`src/rtl/fp32_pkg.sv`:
```
// ============================================================================
// Module      : fp32_pkg
// Description : Shared float32 field widths, constants and field typedef.
// Revision    : 1.0 - initial release
// ============================================================================
`default_nettype none

package fp32_pkg;

  localparam int EXP_W   = 8;
  localparam int MAN_W   = 23;
  localparam int EXP_MAX = 255;
  localparam int BIAS    = 127;

  localparam logic [31:0] QNAN = 32'h7FC0_0000;
  localparam logic [31:0] INF  = 32'h7F80_0000;

  typedef struct packed {
    logic             sign;
    logic [EXP_W-1:0] exp;
    logic [MAN_W-1:0] frac;
  } fp32_t;

endpackage

`default_nettype wire

```
`src/rtl/leading_zero_counter_25.sv`:
```
// ============================================================================
// Module      : leading_zero_counter_25
// Description : Combinational leading-zero count of a 25-bit word (25 if zero).
// Revision    : 1.0 - initial release
// ============================================================================
`default_nettype none

module leading_zero_counter_25 (
  input  logic [24:0] i_value,
  output logic [4:0]  o_count
);

  // Scan upward so the highest set bit is the last one to write the count.
  always_comb begin
    o_count = 5'd25;
    for (int i = 0; i < 25; i++) begin
      if (i_value[i]) o_count = 5'(24 - i);
    end
  end

endmodule

`default_nettype wire

```
`src/rtl/normalize_round_for_floating_point32.sv`:
```
// ============================================================================
// Module      : normalize_round_for_floating_point32
// Description : Float32 add/sub final stage: renormalize, RNE round, pack.
// Revision    : 1.0 - initial release
// ============================================================================
`default_nettype none

module normalize_round_for_floating_point32 #(
  parameter int EXP_W   = fp32_pkg::EXP_W,
  parameter int MAN_W   = fp32_pkg::MAN_W,
  parameter int EXP_MAX = fp32_pkg::EXP_MAX
) (
  input  logic                 clk,
  input  logic                 rst,
  input  logic                 valid_in,
  input  logic                 sign,
  input  logic [EXP_W-1:0]     exponent,
  input  logic [MAN_W+1:0]     adder_value,
  output logic                 valid_out,
  output logic [EXP_W+MAN_W:0] result,
  output logic                 overflow,
  output logic                 underflow
);

  localparam int LZ_W = 5;
  localparam logic signed [EXP_W+1:0] c_exp_max = (EXP_W+2)'(EXP_MAX);

  logic [LZ_W-1:0] w_lz;

  leading_zero_counter_25 u_lzc (
    .i_value (adder_value),
    .o_count (w_lz)
  );

  logic             r1_valid;
  logic             r1_sign;
  logic [EXP_W-1:0] r1_exp;
  logic [MAN_W+1:0] r1_value;
  logic [LZ_W-1:0]  r1_lz;
  logic             r1_zero;

  always_ff @(posedge clk or posedge rst) begin
    if (rst) begin
      r1_valid <= 1'b0;
      r1_sign  <= 1'b0;
      r1_exp   <= '0;
      r1_value <= '0;
      r1_lz    <= '0;
      r1_zero  <= 1'b0;
    end else begin
      r1_valid <= valid_in;
      if (valid_in) begin
        r1_sign  <= sign;
        r1_exp   <= exponent;
        r1_value <= adder_value;
        r1_lz    <= w_lz;
        r1_zero  <= (adder_value == '0);
      end
    end
  end

  logic [LZ_W-1:0]          w_shift;
  logic [MAN_W:0]           w_rnd;
  logic [MAN_W-1:0]         w_frac;
  logic signed [EXP_W+1:0]  w_e;
  logic                     w_pack;
  logic                     w_ovf;
  logic                     w_unf;
  logic [EXP_W+MAN_W:0]     w_result;

  always_comb begin
    w_shift  = r1_lz - LZ_W'(1);
    // Guard bit is bit 0 with no sticky, so guard=1 is an exact tie: round to even.
    w_rnd    = {1'b0, r1_value[MAN_W:1]} + (MAN_W+1)'(r1_value[1] & r1_value[0]);
    w_frac   = '0;
    w_e      = '0;
    w_pack   = 1'b0;
    w_ovf    = 1'b0;
    w_unf    = 1'b0;
    w_result = '0;

    if (r1_exp == EXP_W'(EXP_MAX)) begin
      w_result = {r1_sign, {EXP_W{1'b1}}, {MAN_W{1'b0}}};
      w_ovf    = 1'b1;
    end else if (r1_zero) begin
      w_result = '0;
    end else if (r1_lz == '0) begin
      w_frac = w_rnd[MAN_W-1:0];
      w_e    = (EXP_W+2)'(r1_exp) + (EXP_W+2)'(1) + (EXP_W+2)'(w_rnd[MAN_W]);
      w_pack = 1'b1;
    end else if (r1_lz == LZ_W'(1)) begin
      w_frac = r1_value[MAN_W-1:0];
      w_e    = (EXP_W+2)'(r1_exp);
      w_pack = 1'b1;
    end else if (r1_exp <= EXP_W'(w_shift)) begin
      w_result = {r1_sign, {(EXP_W+MAN_W){1'b0}}};
      w_unf    = 1'b1;
    end else begin
      w_frac = MAN_W'(r1_value << w_shift);
      w_e    = (EXP_W+2)'(r1_exp) - (EXP_W+2)'(w_shift);
      w_pack = 1'b1;
    end

    if (w_pack) begin
      if (w_e >= c_exp_max) begin
        w_result = {r1_sign, {EXP_W{1'b1}}, {MAN_W{1'b0}}};
        w_ovf    = 1'b1;
      end else begin
        w_result = {r1_sign, w_e[EXP_W-1:0], w_frac};
      end
    end
  end

  always_ff @(posedge clk or posedge rst) begin
    if (rst) begin
      valid_out <= 1'b0;
      result    <= '0;
      overflow  <= 1'b0;
      underflow <= 1'b0;
    end else begin
      valid_out <= r1_valid;
      if (r1_valid) begin
        result    <= w_result;
        overflow  <= w_ovf;
        underflow <= w_unf;
      end
    end
  end

endmodule

`default_nettype wire
```
`config.mk`:
```
export PLATFORM = sky130hd
export DESIGN_NAME = normalize_round_for_floating_point32
export DESIGN_NICKNAME = d
export VERILOG_FILES = /design/src/rtl/fp32_pkg.sv /design/src/rtl/leading_zero_counter_25.sv /design/src/rtl/normalize_round_for_floating_point32.sv
export SDC_FILE = /design/constraint.sdc
export NUM_CORES = 1
export LEC_CHECK = 0
export CAP_MARGIN = 20
export CORE_ASPECT_RATIO = 1.2
export CORE_UTILIZATION = 49
export CTS_CLUSTER_SIZE = 12
export DETAILED_ROUTE_END_ITERATION = 16
export GPL_TIMING_DRIVEN = 1
export HOLD_SLACK_MARGIN = 0.06
export PLACE_DENSITY = 0.71
export REMOVE_ABC_BUFFERS = 1
export SYNTH_ARGS = -nofsm -noshare
export SYNTH_HDL_FRONTEND = slang
export SYNTH_HIERARCHICAL = 1
export SYNTH_SLANG_ARGS = --single-unit
export TNS_END_PERCENT = 5
```
`constraint.sdc`:
```
create_clock -name clk -period 9.99 [get_ports clk]
set_input_delay 2.997 -clock clk [delete_from_list [all_inputs] [get_ports clk]]
set_output_delay 2.997 -clock clk [all_outputs]
set_load 0.01 [all_outputs]
```
* Yosys cells after proc, flatten, opt, wreduce, memory -nomap -nowiden
Cells that the tools add are included.
Word-level totals: bits in registers 76, latch bits 0, RAM bits 0, bits in read-only memories 0, bits of input ports 37, output and inout port bits 35, memories 0
Cells by class: add/subtract/negate cells 5, multipliers 0, divide/modulo/power cells 0, order comparisons 2, eq/ne operators 2, shift-type cells 1, multiplexer cells 55, bitwise operators 1, reductions and logical operators 2
Operator list (number):
- 2-to-1 mux 32 bit | 6
- 2-to-1 mux 23 bit | 5
- 2-to-1 mux 5 bit | 16
- 2-to-1 mux 10 bit | 5
- 2-to-1 mux 4 bit | 8
- 2-to-1 mux 31 bit | 1
- zero test 25 bit | 1
- << shifter 25 x 5 -> 23 bit | 1
- adder 23 x 1 -> 24 bit | 1
- 2-to-1 mux 1 bit | 14
- adder 9 x 1 -> 10 bit | 1
- greater-or-equal comparator 10 x 9 -> 1 bit (second input constant) | 1
- adder 8 x 1 -> 9 bit (second input constant) | 1
- subtractor 8 x 5 -> 9 bit | 1
- == test 8 bit (second input constant) | 1
- <= comparator 8 x 5 -> 1 bit | 1
- == test 5 x 1 -> 1 bit (second input constant) | 1
- zero test 5 bit | 1
- subtractor 5 x 1 -> 5 bit (second input constant) | 1
- bitwise AND 1 bit | 1

* Logic depth before layout (Yosys ltp)
Gate-level depths: netlist (run 1).
depth after elaboration 25, depth in mapped cells 18, gate-level depth less buffers 15

* By module
The synthesis (run 1) kept the hierarchy.
Modules (own cells, without submodules):
- normalize_round_for_floating_point32 | times used 1, cells each 634, area each 5711.7 sq um
- leading_zero_counter_25 | times used 1, cells each 49, area each 279.0 sq um

* Worst setup path before layout (run 1)
No wires, ideal clock.
path type reg-to-reg, from register r1_lz[0], to register result[10], data arrival time 4.130 ns, setup slack 5.717 ns, stages on the path, launching flop included 17, path through dfrtp_1 -> buf_2 -> inv_1 -> ha_1 -> clkbuf_1 -> buf_2 -> inv_1 -> fa_1 -> nand2b_1 -> a211oi_1 -> a221oi_1 -> o31ai_1 -> xnor2_1 -> nand4_2 -> o41ai_4 -> buf_6 -> o22ai_2
On the way: cells in the longest elaborated chain, start to end 10
Ends and longest elaborated chain:
- from (decl) | line normalize_round_for_floating_point32.sv:39 | logic [LZ_W-1:0] r1_lz;
- from (signal assigned) | line normalize_round_for_floating_point32.sv:56 | r1_lz <= w_lz;
- subtractor 5 x 1 -> 5 bit | line normalize_round_for_floating_point32.sv:72 | w_shift = r1_lz - LZ_W'(1);
- subtractor 8 x 5 -> 9 bit or <= comparator 8 x 5 -> 1 bit (tied branches) | line normalize_round_for_floating_point32.sv:100, normalize_round_for_floating_point32.sv:95
- 2-to-1 mux 10 bit | line normalize_round_for_floating_point32.sv:95 | end else if (r1_exp <= EXP_W'(w_shift)) begin
- 2-to-1 mux 10 bit | line normalize_round_for_floating_point32.sv:91 | end else if (r1_lz == LZ_W'(1)) begin
- 2-to-1 mux 10 bit | line normalize_round_for_floating_point32.sv:87 | end else if (r1_lz == '0) begin
- 2-to-1 mux 10 bit | line normalize_round_for_floating_point32.sv:85 | end else if (r1_zero) begin
- 2-to-1 mux 10 bit | line normalize_round_for_floating_point32.sv:82 | if (r1_exp == EXP_W'(EXP_MAX)) begin
- greater-or-equal comparator 10 x 9 -> 1 bit | line normalize_round_for_floating_point32.sv:105 | if (w_e >= c_exp_max) begin
- 2-to-1 mux 31 bit | line normalize_round_for_floating_point32.sv:105
- 2-to-1 mux 32 bit (*) | line normalize_round_for_floating_point32.sv:104 | if (w_pack) begin
- to (signal assigned) | line normalize_round_for_floating_point32.sv:123 | result <= w_result;
- to (decl) | line normalize_round_for_floating_point32.sv:20 | output logic [EXP_W+MAN_W:0] result,
Mark *: on every way between the ends. The rest lies on a longest branch, timed or not. A chain may end at the register's enable or synchronous reset.

* Worst setup path after layout (run 1)
from register r1_value[3], to register result[15]
On the way: cells in the longest elaborated chain, start to end 8
Ends and longest elaborated chain:
- from (decl) | line normalize_round_for_floating_point32.sv:38 | logic [MAN_W+1:0] r1_value;
- from (signal assigned) | line normalize_round_for_floating_point32.sv:55 | r1_value <= adder_value;
- adder 23 x 1 -> 24 bit or << shifter 25 x 5 -> 23 bit (tied branches) | line normalize_round_for_floating_point32.sv:74, normalize_round_for_floating_point32.sv:99
- adder 9 x 1 -> 10 bit or 2-to-1 mux 23 bit (tied branches) | line normalize_round_for_floating_point32.sv:89, normalize_round_for_floating_point32.sv:95
- 2-to-1 mux 10 bit or 2-to-1 mux 23 bit (tied branches) | line normalize_round_for_floating_point32.sv:87, normalize_round_for_floating_point32.sv:91
- 2-to-1 mux 10 bit or 2-to-1 mux 23 bit (tied branches) | line normalize_round_for_floating_point32.sv:85, normalize_round_for_floating_point32.sv:87
- 2-to-1 mux 10 bit or 2-to-1 mux 23 bit (tied branches) | line normalize_round_for_floating_point32.sv:82, normalize_round_for_floating_point32.sv:85
- greater-or-equal comparator 10 x 9 -> 1 bit or 2-to-1 mux 23 bit (tied branches) | line normalize_round_for_floating_point32.sv:105, normalize_round_for_floating_point32.sv:82
- 2-to-1 mux 31 bit (*) | line normalize_round_for_floating_point32.sv:105
- 2-to-1 mux 32 bit (*) | line normalize_round_for_floating_point32.sv:104
Marks and branches as above.

==> reports/results.tsv, run 1 <==
metric	value	unit
cp.buffers_inverters	1	
leakage	0.00282	uW
drc_errors	0	
min_period	4.57	ns
cts-root-buf	clkbuf_16	
p_per_area	177	nW/um^2
cts-buffers-inserted	9	
cp.arrival	4.74	ns
setup_viol	0	
busiest_layer	met2	
crit_type	flop to flop	
max_freq	0.219	GHz
dpl.cell_count	871	
start_kind	flop	
preCtsSetupSlack	4.76	ns
yosysWarnings	6	
netlist_area	5990	um^2
areaGrowthSynthToFinish	18.1	%
synthArstFlopShare	100	%
drive_gt1_share	14.9	%
worstMarginPinSlew	0.948	ns
holdWs	0.480	ns
skew	0.00702	ns
htreeDepth	3	
critPathRequiredTime	10.16	ns
fillers	1133	
fin_tns_setup	0	ns
clkLatencyLatePin	0.34	ns
peakVddDrop	0.0968	mV
gr-usage-met1	40.9	%
cts.clk_slew.worst_paths	0.06	ns
hold_viol	0	
use_met2	43.9	%
grt_setup_unrepaired	false	
grt_pass1_wl	27400	um
drt_first_iter_violations	547	
cts_tree	yes	
path_max_fanout	23	
ioPinCount	72	
synthFlopType	dfrtp_1	
post_cts_buffers	0	
synth_edf_count	0	
start_util	51.1	%
fin_util	60.3	%
grt_start_max_net_pins	76	
cts_buffer_depth	2	
postRouteAntennaNets	0	
finalWirelength	17300	um
detailed_place_hpwl	13000	um
gp_congestion	0.942	
fin_nets	772	
endpoint_kind	flop	
die_h	123	um
dieArea	12700	um^2
slowest_stage	nor3_1	
fin_ws	5.42	ns
status	completed	
maxCapViolCount	0	
syn_avg_cell_area	8.77	um^2
crit_path_frequent_cell	nand4_1	
vias	5519	
stdcell_count	888	
die_w	103	um
finalCritPeriodShare	45.8	%
slew_headroom	36.6	%
track_usage	28.4	%
use_met3	3.17	%
grt_pass1_vias	5073	
std_cell_rows	43	
synthDistinctLibCells	77	
dr.pass1.iters	6	
hold_class	flop to flop	
hold_buffers	0	
cts.sinks	75	
antenna_found_initial	0	
portBuffers	71	
max_stage_delay	0.61	ns
final-max-slew-violation-count	0	
crit_family	simple AND/OR/NAND/NOR gates	
cts_resized	0	
ys_seq_area_share	31.3	%
insertedDiodeCount	0	
grt.overflow.total	0	
ys_ff_latch	75	
cp_cell_sequence	nand4_1 -> nor3_1 -> nand2_1 -> nor2_1 -> nand3_1 -> ha_1 -> nor2b_1 -> nand4_1 -> mux2i_1 -> a311oi_2 -> o211a_1 -> nand4_2 -> o41ai_4 -> buf_4 -> o32ai_1	
coreArea	11700	um^2
syn_inst	683	
viasPerCell	6.22	
wl_per_cell	19.5	um
==> registers in the layout, summed over array words and instances (netlist names) <==
name       flops
r1_sign        1
valid_out      1
underflow      1
r1_value      24
r1_valid       1
r1_exp         8
result        32
r1_lz          5
r1_zero        1
overflow       1
==> power by group <==
part / total (uW) / switching (uW) / internal, uW
clock network: 350 / 125 / 226
registers: 402 / 51.6 / 350
logic: 503 / 277 / 226
==> synth_stat cells, types with 3 or more instances <==
| library cell | count | area [um^2] |
|---|---|---|
| or3_1 | 3 | 18.8 |
| xor2_1 | 13 | 114 |
| nor3_1 | 8 | 40.0 |
| o211ai_1 | 5 | 37.5 |
| o21ai_0 | 48 | 240 |
| nor4_1 | 15 | 93.8 |
| o22ai_2 | 19 | 238 |
| a21oi_1 | 37 | 185 |
| nand2_1 | 65 | 244 |
| nand3_1 | 28 | 140 |
| nand4_1 | 4 | 25.0 |
| mux2_2 | 35 | 394 |
| nor2_1 | 51 | 191 |
| dfrtp_1 | 75 | 1880 |
| o31ai_1 | 6 | 45.0 |
| a211oi_1 | 8 | 60.1 |
| o22ai_1 | 5 | 31.3 |
| clkbuf_1 | 32 | 120 |
| buf_1 | 3 | 11.3 |
| nor2b_1 | 7 | 43.8 |
| buf_4 | 3 | 22.5 |
| a22o_1 | 3 | 26.3 |
| xnor2_1 | 13 | 114 |
| buf_2 | 4 | 20.0 |
| mux4_2 | 6 | 135 |
| a211o_1 | 3 | 26.3 |
| o41ai_1 | 4 | 35.0 |
| ha_1 | 8 | 100 |
| o32ai_1 | 3 | 26.3 |
| a221oi_1 | 6 | 52.6 |
| inv_1 | 44 | 165 |
| a31oi_1 | 17 | 106 |
| mux2i_1 | 30 | 300 |
| and3_1 | 10 | 62.6 |
| buf_6 | 3 | 33.8 |
| and2_1 | 3 | 18.8 |
| o21a_1 | 4 | 30.0 |
==> final timing paths <==
| kind | from | end | slack (ns) | cells after the start |
|---|---|---|---|---|
| worst max-delay path | r1_value[3]$_DFFE_PP0P_ | result[15]$_DFFE_PP0P_ | 5.42 | 15 |
| worst min-delay path | result[24]$_DFFE_PP0P_ | result[24]$_DFFE_PP0P_ | 0.48 | 1 |
| worst max register to register | r1_value[3]$_DFFE_PP0P_ | result[15]$_DFFE_PP0P_ | 5.42 | 15 |
| worst min register to register | result[24]$_DFFE_PP0P_ | result[24]$_DFFE_PP0P_ | 0.48 | 1 |
| max in group asynchronous | rst | r1_valid$_DFF_PP0_ | 6.07 | 3 |
| min in group asynchronous | rst | valid_out$_DFF_PP0_ | 3.28 | 3 |
==> cells by family (layout without fill, tap and decap cells) <==
| logic type | Yosys count | count (layout) | synth area share [%] |
|---|---|---|---|
| simple gates | 215 | 215 | 18.4 |
| compound gates | 193 | 193 | 23.7 |
| buf+inv | 93 | 141 | 6.52 |
| flops | 75 | 75 | 31.3 |
| mux | 71 | 71 | 13.8 |
| xor+xnor | 27 | 27 | 4.26 |
| fa+ha+maj | 9 | 9 | 2.01 |
==> cell usage in the layout (no fill, tap or decap), drive strengths merged, types with 14 or more instances in the layout <==
cell,instances
nor4,17
o21ai,50
nand2,66
a31oi,17
a21oi,38
o22ai,24
mux2,35
inv,46
mux2i,30
nor2,52
dfrtp,75
xnor2,14
nand3,28
clkdlybuf4s50,70
==> metrics by stage <==
stage	instance area (um^2)	power, uW
final	7080	1250
after global routing	7080	1320
after CTS	7070	1250
after detailed placement	6750	900
after global placement	6750	895
after floorplan	5770	709
==> metal layers <==
| layer | part of all wire, % | wire length, um | up-vias |
|---|---|---|---|
| li1 | - | - | 2605 |
| met1 | 46 | 7980 | 2674 |
| met2 | 46 | 7930 | 211 |
| met3 | 5.7 | 987 | 29 |
| met4 | 2.4 | 424 | 0 |
| met5 | 0 | 0 | - |
==> worst register-to-register path, stage by stage, from the launching register on <==
cell      delay, ns
dfrtp_1        0.49
nand4_1        0.22
nor3_1         0.61
nand2_1        0.27
nor2_1         0.29
nand3_1        0.12
ha_1           0.23
nor2b_1        0.29
nand4_1        0.16
mux2i_1        0.18
a311oi_2       0.34
o211a_1        0.22
nand4_2        0.12
o41ai_4        0.34
buf_4          0.37
o32ai_1        0.16
==> final cells by class <==
type | instances | area, um^2 | area share, %
Clock buffer | 12 | 246 | 3.48
Timing Repair Buffer | 79 | 766 | 10.8
Multi-Input combinational cell | 515 | 3740 | 52.9
Tap cell | 157 | 196 | 2.78
Sequential cell | 75 | 1880 | 26.5
Clock inverter | 4 | 75.1 | 1.06
Inverter | 46 | 173 | 2.44
Power figures use the tool's default switching activity.
==> run 2, diff against run 1 <==
==> constraint.sdc (replaced) <==
create_clock -name clk -period 4.8 [get_ports clk]
set_input_delay 1.44 -clock clk [delete_from_list [all_inputs] [get_ports clk]]
set_output_delay 1.44 -clock clk [all_outputs]
set_load 0.01 [all_outputs]
==> run 2 against run 1 <==
Against the previous run:
- setup slack worse by 4.9 ns
- sequential share of layout area down 0.080 points
- worst hold slack better by 0.017 ns
- flip-flop and latch count unchanged
- combinational power up 110%
- highest routed layer unchanged
==> reports/results.tsv, run 2 (synthesis results as in run 1) <==
metric	value	unit
std_cell_rows	43	
insertedDiodeCount	0	
die_w	103	um
peakVddDrop	0.179	mV
hold_viol	0	
drc_errors	0	
r2r_end	result[22]$_DFFE_PP0P_	
dr.pass1.iters	5	
finalCritPeriodShare	89.3	%
final-max-slew-violation-count	0	
largest_reg_flops	32	
dieArea	12700	um^2
cp_cell_sequence	nand4_1 -> nor3_1 -> nand2_1 -> nor2_1 -> nand3_1 -> ha_1 -> nor2b_1 -> nand4_1 -> mux2i_1 -> a311oi_2 -> o211a_1 -> nand4_2 -> o41ai_4 -> buf_4 -> o32ai_1	
max_freq	0.233	GHz
slew_headroom	27.7	%
crit_cells	15	
final_common_cell	dfrtp_1	
sw_frac_of_total	36.0	%
fin_util	60.5	%
leakage	0.00284	uW
crit_path_end	result[22]$_DFFE_PP0P_	
setup_viol	0	
path_max_fanout	23	
largest_register	result	
cts_tree	yes	
cp.arrival	4.45	ns
crit_path_frequent_cell	nand4_1	
reg_top3	result (32), r1_value (24), r1_exp (8)	
antenna_found_initial	0	
grt_start_max_net_pins	48	
grt_setup_unrepaired	false	
fin_nets	775	
grt.overflow.total	0	
vias	5654	
wl_per_cell	19.3	um
p_per_area	368	nW/um^2
postRouteAntennaNets	0	
seqPwrFrac	32.2	%
min_period	4.28	ns
max_stage_delay	0.50	ns
preCtsSetupSlack	0.559	ns
viasPerCell	6.35	
holdWs	0.497	ns
drive_gt1_share	15.4	%
worst_r2r_startpoint	r1_value[0]$_DFFE_PP0P_	
cp.buffers_inverters	1	
track_usage	28.3	%
r2r_cells	15	
drt_first_iter_violations	570	
skew	0.0111	ns
final_cell_mix	dfrtp_1, clkdlybuf4s50_1, nand2_1	
htreeDepth	3	
grt_pass1_vias	5284	
comb_power_share	40.0	%
slowest_stage	dfrtp_1	
start_util	51.1	%
maxCapViolCount	0	
portBuffers	71	
coreArea	11700	um^2
endpoint_kind	flop	
fin_ws	0.515	ns
startpoint	r1_value[0]$_DFFE_PP0P_	
cts.sinks	75	
hold_buffers	0	
detailed_place_hpwl	12900	um
hold_class	flop to flop	
post_cts_buffers	0	
r2r_slack	0.52	ns
die_h	123	um
p_clk_share	27.8	%
ioPinCount	72	
start_kind	flop	
p_int	1670	uW
finalWirelength	17200	um
cts_resized	0	
clkLatencyLatePin	0.34	ns
crit_family	simple AND/OR/NAND/NOR gates	
cts-root-buf	clkbuf_16	
fin_tns_setup	0	ns
gp_congestion	0.940	
areaGrowthSynthToFinish	18.5	%
cts.clk_slew.worst_paths	0.06	ns
worstMarginPinSlew	1.08	ns
cts-buffers-inserted	9	
cts_buffer_depth	2	
p_sw	940	uW
critPathRequiredTime	4.97	ns
crit_type	flop to flop	
status	completed	
grt_pass1_wl	27100	um
==> run 2: changes by cell type in the layout (fill, tap and decap cells not counted), sizes merged <==
cell,change
buf,+3
clkbuf,-1
clkinv,+2
clkinvlp,-1
==> run 2: cell type report <==
| cell class | instances | area (um^2) |
|---|---|---|
| Tap cell | 157 | 196 |
| Clock inverter | 5 | 77.6 |
| Sequential cell | 75 | 1880 |
| Timing Repair Buffer | 82 | 788 |
| Multi-Input combinational cell | 515 | 3740 |
| Clock buffer | 11 | 243 |
| Fill cell | 1110 | 4630 |
| Inverter | 46 | 173 |
==> run 2: stage by stage <==
step / total power [uW] / instances / instance area (um^2)
finish: 2610 / 891 / 7100
global route: 2740 / 891 / 7100
CTS: 2610 / 891 / 7100
detailed placement: 1880 / 875 / 6780
global placement: 1860 / 875 / 6780
floorplan: 1480 / 636 / 5770
==> run 2: worst min-delay path by stage <==
stage / from / cells past startpoint / slack [ns] / endpoint
after CTS: result[24]$_DFFE_PP0P_ / 1 / 0.51 / result[24]$_DFFE_PP0P_
after global placement: result[24]$_DFFE_PP0P_ / 1 / 0.46 / result[24]$_DFFE_PP0P_
after detailed placement: result[24]$_DFFE_PP0P_ / 1 / 0.49 / result[24]$_DFFE_PP0P_
after global routing: result[24]$_DFFE_PP0P_ / 1 / 0.50 / result[24]$_DFFE_PP0P_
final: result[24]$_DFFE_PP0P_ / 1 / 0.50 / result[24]$_DFFE_PP0P_
after floorplan: r1_sign$_DFFE_PP0P_ / 2 / 0.46 / result[31]$_DFFE_PP0P_
==> run 2: per-layer routing <==
| layer | share of wire (%) | global-route usage [%] | routed length [um] |
|---|---|---|---|
| met5 | 0 | 0 | 0 |
| met4 | 3.7 | 13.5 | 634 |
| met3 | 6.1 | 4.24 | 1050 |
| met2 | 46 | 42.8 | 7890 |
| met1 | 44 | 39.6 | 7630 |
==> run 2: worst reg2reg max path, stage by stage (launching register included) <==
cell and delay (ns):
dfrtp_1 0.50, nand4_1 0.21, nor3_1 0.50, nand2_1 0.25, nor2_1 0.28, nand3_1 0.12, ha_1 0.21, nor2b_1 0.22
nand4_1 0.15, mux2i_1 0.16, a311oi_2 0.33, o211a_1 0.21, nand4_2 0.12, o41ai_4 0.34, buf_4 0.36, o32ai_1 0.15
==> run 2: power groups by stage <==
stage / sequential [uW] / combinational (uW) / clock [uW]
floorplan: 860 / 617 / 0
global placement: 841 / 1020 / 0
detailed placement: 850 / 1030 / 0
CTS: 838 / 1030 / 733
global route: 855 / 1130 / 756
finish: 841 / 1040 / 726
==> run 3, diff against run 2 <==
--- a/config.mk
+++ b/config.mk
@@ -5,6 +5,8 @@
 export SDC_FILE = /design/constraint.sdc
 export NUM_CORES = 1
 export LEC_CHECK = 0
+export ABC_AREA = 1
+export ABC_CLOCK_PERIOD_IN_PS = 4800
 export CAP_MARGIN = 20
 export CORE_ASPECT_RATIO = 1.2
 export CORE_UTILIZATION = 49
@@ -12,8 +14,9 @@
 export DETAILED_ROUTE_END_ITERATION = 16
 export GPL_TIMING_DRIVEN = 1
 export HOLD_SLACK_MARGIN = 0.06
-export PLACE_DENSITY = 0.71
+export PLACE_DENSITY = 0.72
 export REMOVE_ABC_BUFFERS = 1
+export SETUP_SLACK_MARGIN = 0.3
 export SYNTH_ARGS = -nofsm -noshare
 export SYNTH_HDL_FRONTEND = slang
 export SYNTH_HIERARCHICAL = 1
==> run 3 against run 2 <==
Against the previous run:
- count of clock-buffer cells in the layout is the same
- design area shrank 1.9%
- combinational power shrank 11%
- critical endpoint is now result[26]$_DFFE_PP0P_
==> reports/results.tsv, run 3 <==
metric	value	unit
std_cell_rows	43	
insertedDiodeCount	0	
whs_endpoint	result[5]$_DFFE_PP0P_	
hold_buffers	0	
worstMarginPinSlew	0.955	ns
gp_congestion	0.952	
min_period	4.01	ns
cp_cell_sequence	inv_1 -> nor3_1 -> nand2_1 -> nor2_1 -> nand2_1 -> nor3_1 -> nand4_1 -> ha_1 -> inv_1 -> ha_1 -> nand2_1 -> nor2_1 -> inv_1 -> o21ai_0 -> nand2_1 -> nand2_1 -> nand2_1 -> inv_1 -> nand3_1 -> nor2_1 -> nand2_2 -> nand3_2 -> nand2_2 -> nand2_1	
wl_per_cell	15.0	um
p_int	1610	uW
largest_reg_flops	32	
yosysWarnings	6	
crit_path_frequent_cell	nand2_1	
synthDistinctLibCells	45	
largest_register	result	
cts_resized	0	
drt_first_iter_violations	614	
r2r_slack	0.79	ns
leakage	0.00334	uW
r2r_cells	24	
cts.clk_slew.worst_paths	0.06	ns
hold_viol	0	
stdcell_count	1129	
cp.buffers_inverters	4	
p_per_area	360	nW/um^2
yosys-top-cells-area	dfrtp_1, nand2_1, o21ai_0, inv_1, a21oi_1	
drive_gt1_share	5.04	%
grt_start_max_net_pins	76	
final-max-slew-violation-count	0	
worst_r2r_startpoint	r1_value[3]$_DFFE_PP0P_	
cts-buffers-inserted	9	
netlist_area	5820	um^2
cp.arrival	4.28	ns
dieArea	12300	um^2
areaGrowthSynthToFinish	19.6	%
final_cell_mix	nand2_1, o21ai_0, inv_1	
fin_tns_setup	0	ns
detailed_place_hpwl	12700	um
p_sw	893	uW
path_max_fanout	25	
viasPerCell	5.55	
multiInputGateArea	3380	um^2
crit_type	flop to flop	
finalWirelength	16900	um
synth_top_area_cell	dfrtp_1	
cts_tree	yes	
antenna_found_initial	0	
synth_top_area_share	32.3	%
comb_power_share	36.9	%
slew_headroom	36.0	%
p_clk_share	31.0	%
peakVddDrop	0.157	mV
cts.sinks	75	
fin_nets	1013	
start_util	50.3	%
postRouteAntennaNets	0	
dr.pass1.iters	5	
finalCritPeriodShare	83.6	%
sw_frac_of_total	35.7	%
holdPathStages	2	
coreArea	11600	um^2
syn_inst	917	
cts-root-buf	clkbuf_16	
cts_buffer_depth	2	
portBuffers	71	
start_kind	flop	
seqPwrFrac	32.1	%
synthArstFlopShare	100	%
drc_errors	0	
grt_pass1_vias	5576	
critPathRequiredTime	5.07	ns
skew	0.00590	ns
clkLatencyLatePin	0.34	ns
die_w	101	um
synth.most_common_cell	nand2_1	
grt_pass1_wl	27400	um
grt_setup_unrepaired	false	
status	completed	
grt.overflow.total	0	
setup_viol	0	
slowest_stage	dfrtp_1	
maxCapViolCount	0	
regArea	1880	um^2
r2r_end	result[26]$_DFFE_PP0P_	
hp-start	result[5]$_DFFE_PP0P_	
syn_avg_cell_area	6.35	um^2
final_common_cell	nand2_1	
ys_seq_area_share	32.3	%
crit_family	simple AND/OR/NAND/NOR gates	
ioPinCount	72	
reg_top3	result (32), r1_value (24), r1_exp (8)	
dpl.cell_count	1113	
synth_edf_count	0	
hold_class	flop to flop	
endpoint_kind	flop	
track_usage	28.8	%
htreeDepth	3	
fillers	1171	
max_stage_delay	0.40	ns
post_cts_buffers	0	
ys_ff_latch	75	
synthFlopType	dfrtp_1	
vias	6269	
ys_top_cells_by_count	nand2_1, o21ai_0, inv_1	
die_h	121	um
max_freq	0.249	GHz
run 3: worst max path at each step:
stage | slack, ns | cells after the start | end | start
after floorplan | 0.69 | 16 | result[10]$_DFFE_PP0P_ | r1_lz[0]$_DFFE_PP0P_
after global placement | 1.03 | 24 | result[27]$_DFFE_PP0P_ | r1_value[3]$_DFFE_PP0P_
after detailed placement | 0.89 | 23 | result[26]$_DFFE_PP0P_ | r1_value[3]$_DFFE_PP0P_
after CTS | 0.86 | 24 | result[26]$_DFFE_PP0P_ | r1_value[3]$_DFFE_PP0P_
after global routing | 0.36 | 24 | overflow$_DFFE_PP0P_ | r1_value[3]$_DFFE_PP0P_
final | 0.79 | 24 | result[26]$_DFFE_PP0P_ | r1_value[3]$_DFFE_PP0P_
run 3: layout make-up:
type                            count  share of cell area, %
Timing Repair Buffer               81                   11.2
Tap cell                          157                   2.82
Sequential cell                    75                   27.0
Clock buffer                       11                   3.49
Multi-Input combinational cell    698                   48.5
Inverter                          102                   5.54
Clock inverter                      5                   1.44
run 3: metal layers:
metal	track usage, %	part of all wire [%]
met5	0	0
met4	8.42	1.9
met3	3.46	6.1
met2	45.7	46
met1	40.9	46
run 3: per-stage QoR:
stage	worst slack [ns]	hold slack, ns	power (uW)	cell area, um^2	util [%]
floorplan	0.690	0.443	1350	5640	-
global placement	1.03	0.461	1720	6620	57.2
detailed placement	0.893	0.467	1720	6620	57.2
CTS	0.857	0.482	2500	6960	60.2
global route	0.365	0.498	2650	6960	60.2
finish	0.786	0.480	2500	6960	60.2
run 3: tightest hold or removal path: stages (launching register included):
cell and delay (ns):
dfrtp_1 0.34, nand2_1 0.05, nand2_1 0.05
run 3: power by group through the flow:
stage	registers [uW]	logic (uW)	clock network [uW]
floorplan	830	519	0
global placement	809	908	0
detailed placement	811	908	0
CTS	802	911	789
global route	814	1030	813
finish	802	924	777
run 3: cells by family after synthesis:
group / after synthesis / synth area share (%)
buf+inv: 144 / 9.72
flops: 75 / 32.3
fa+ha+maj: 9 / 2.06
simple gates: 466 / 34.4
compound gates: 211 / 19.5
xor+xnor: 4 / 0.731
mux: 8 / 1.38
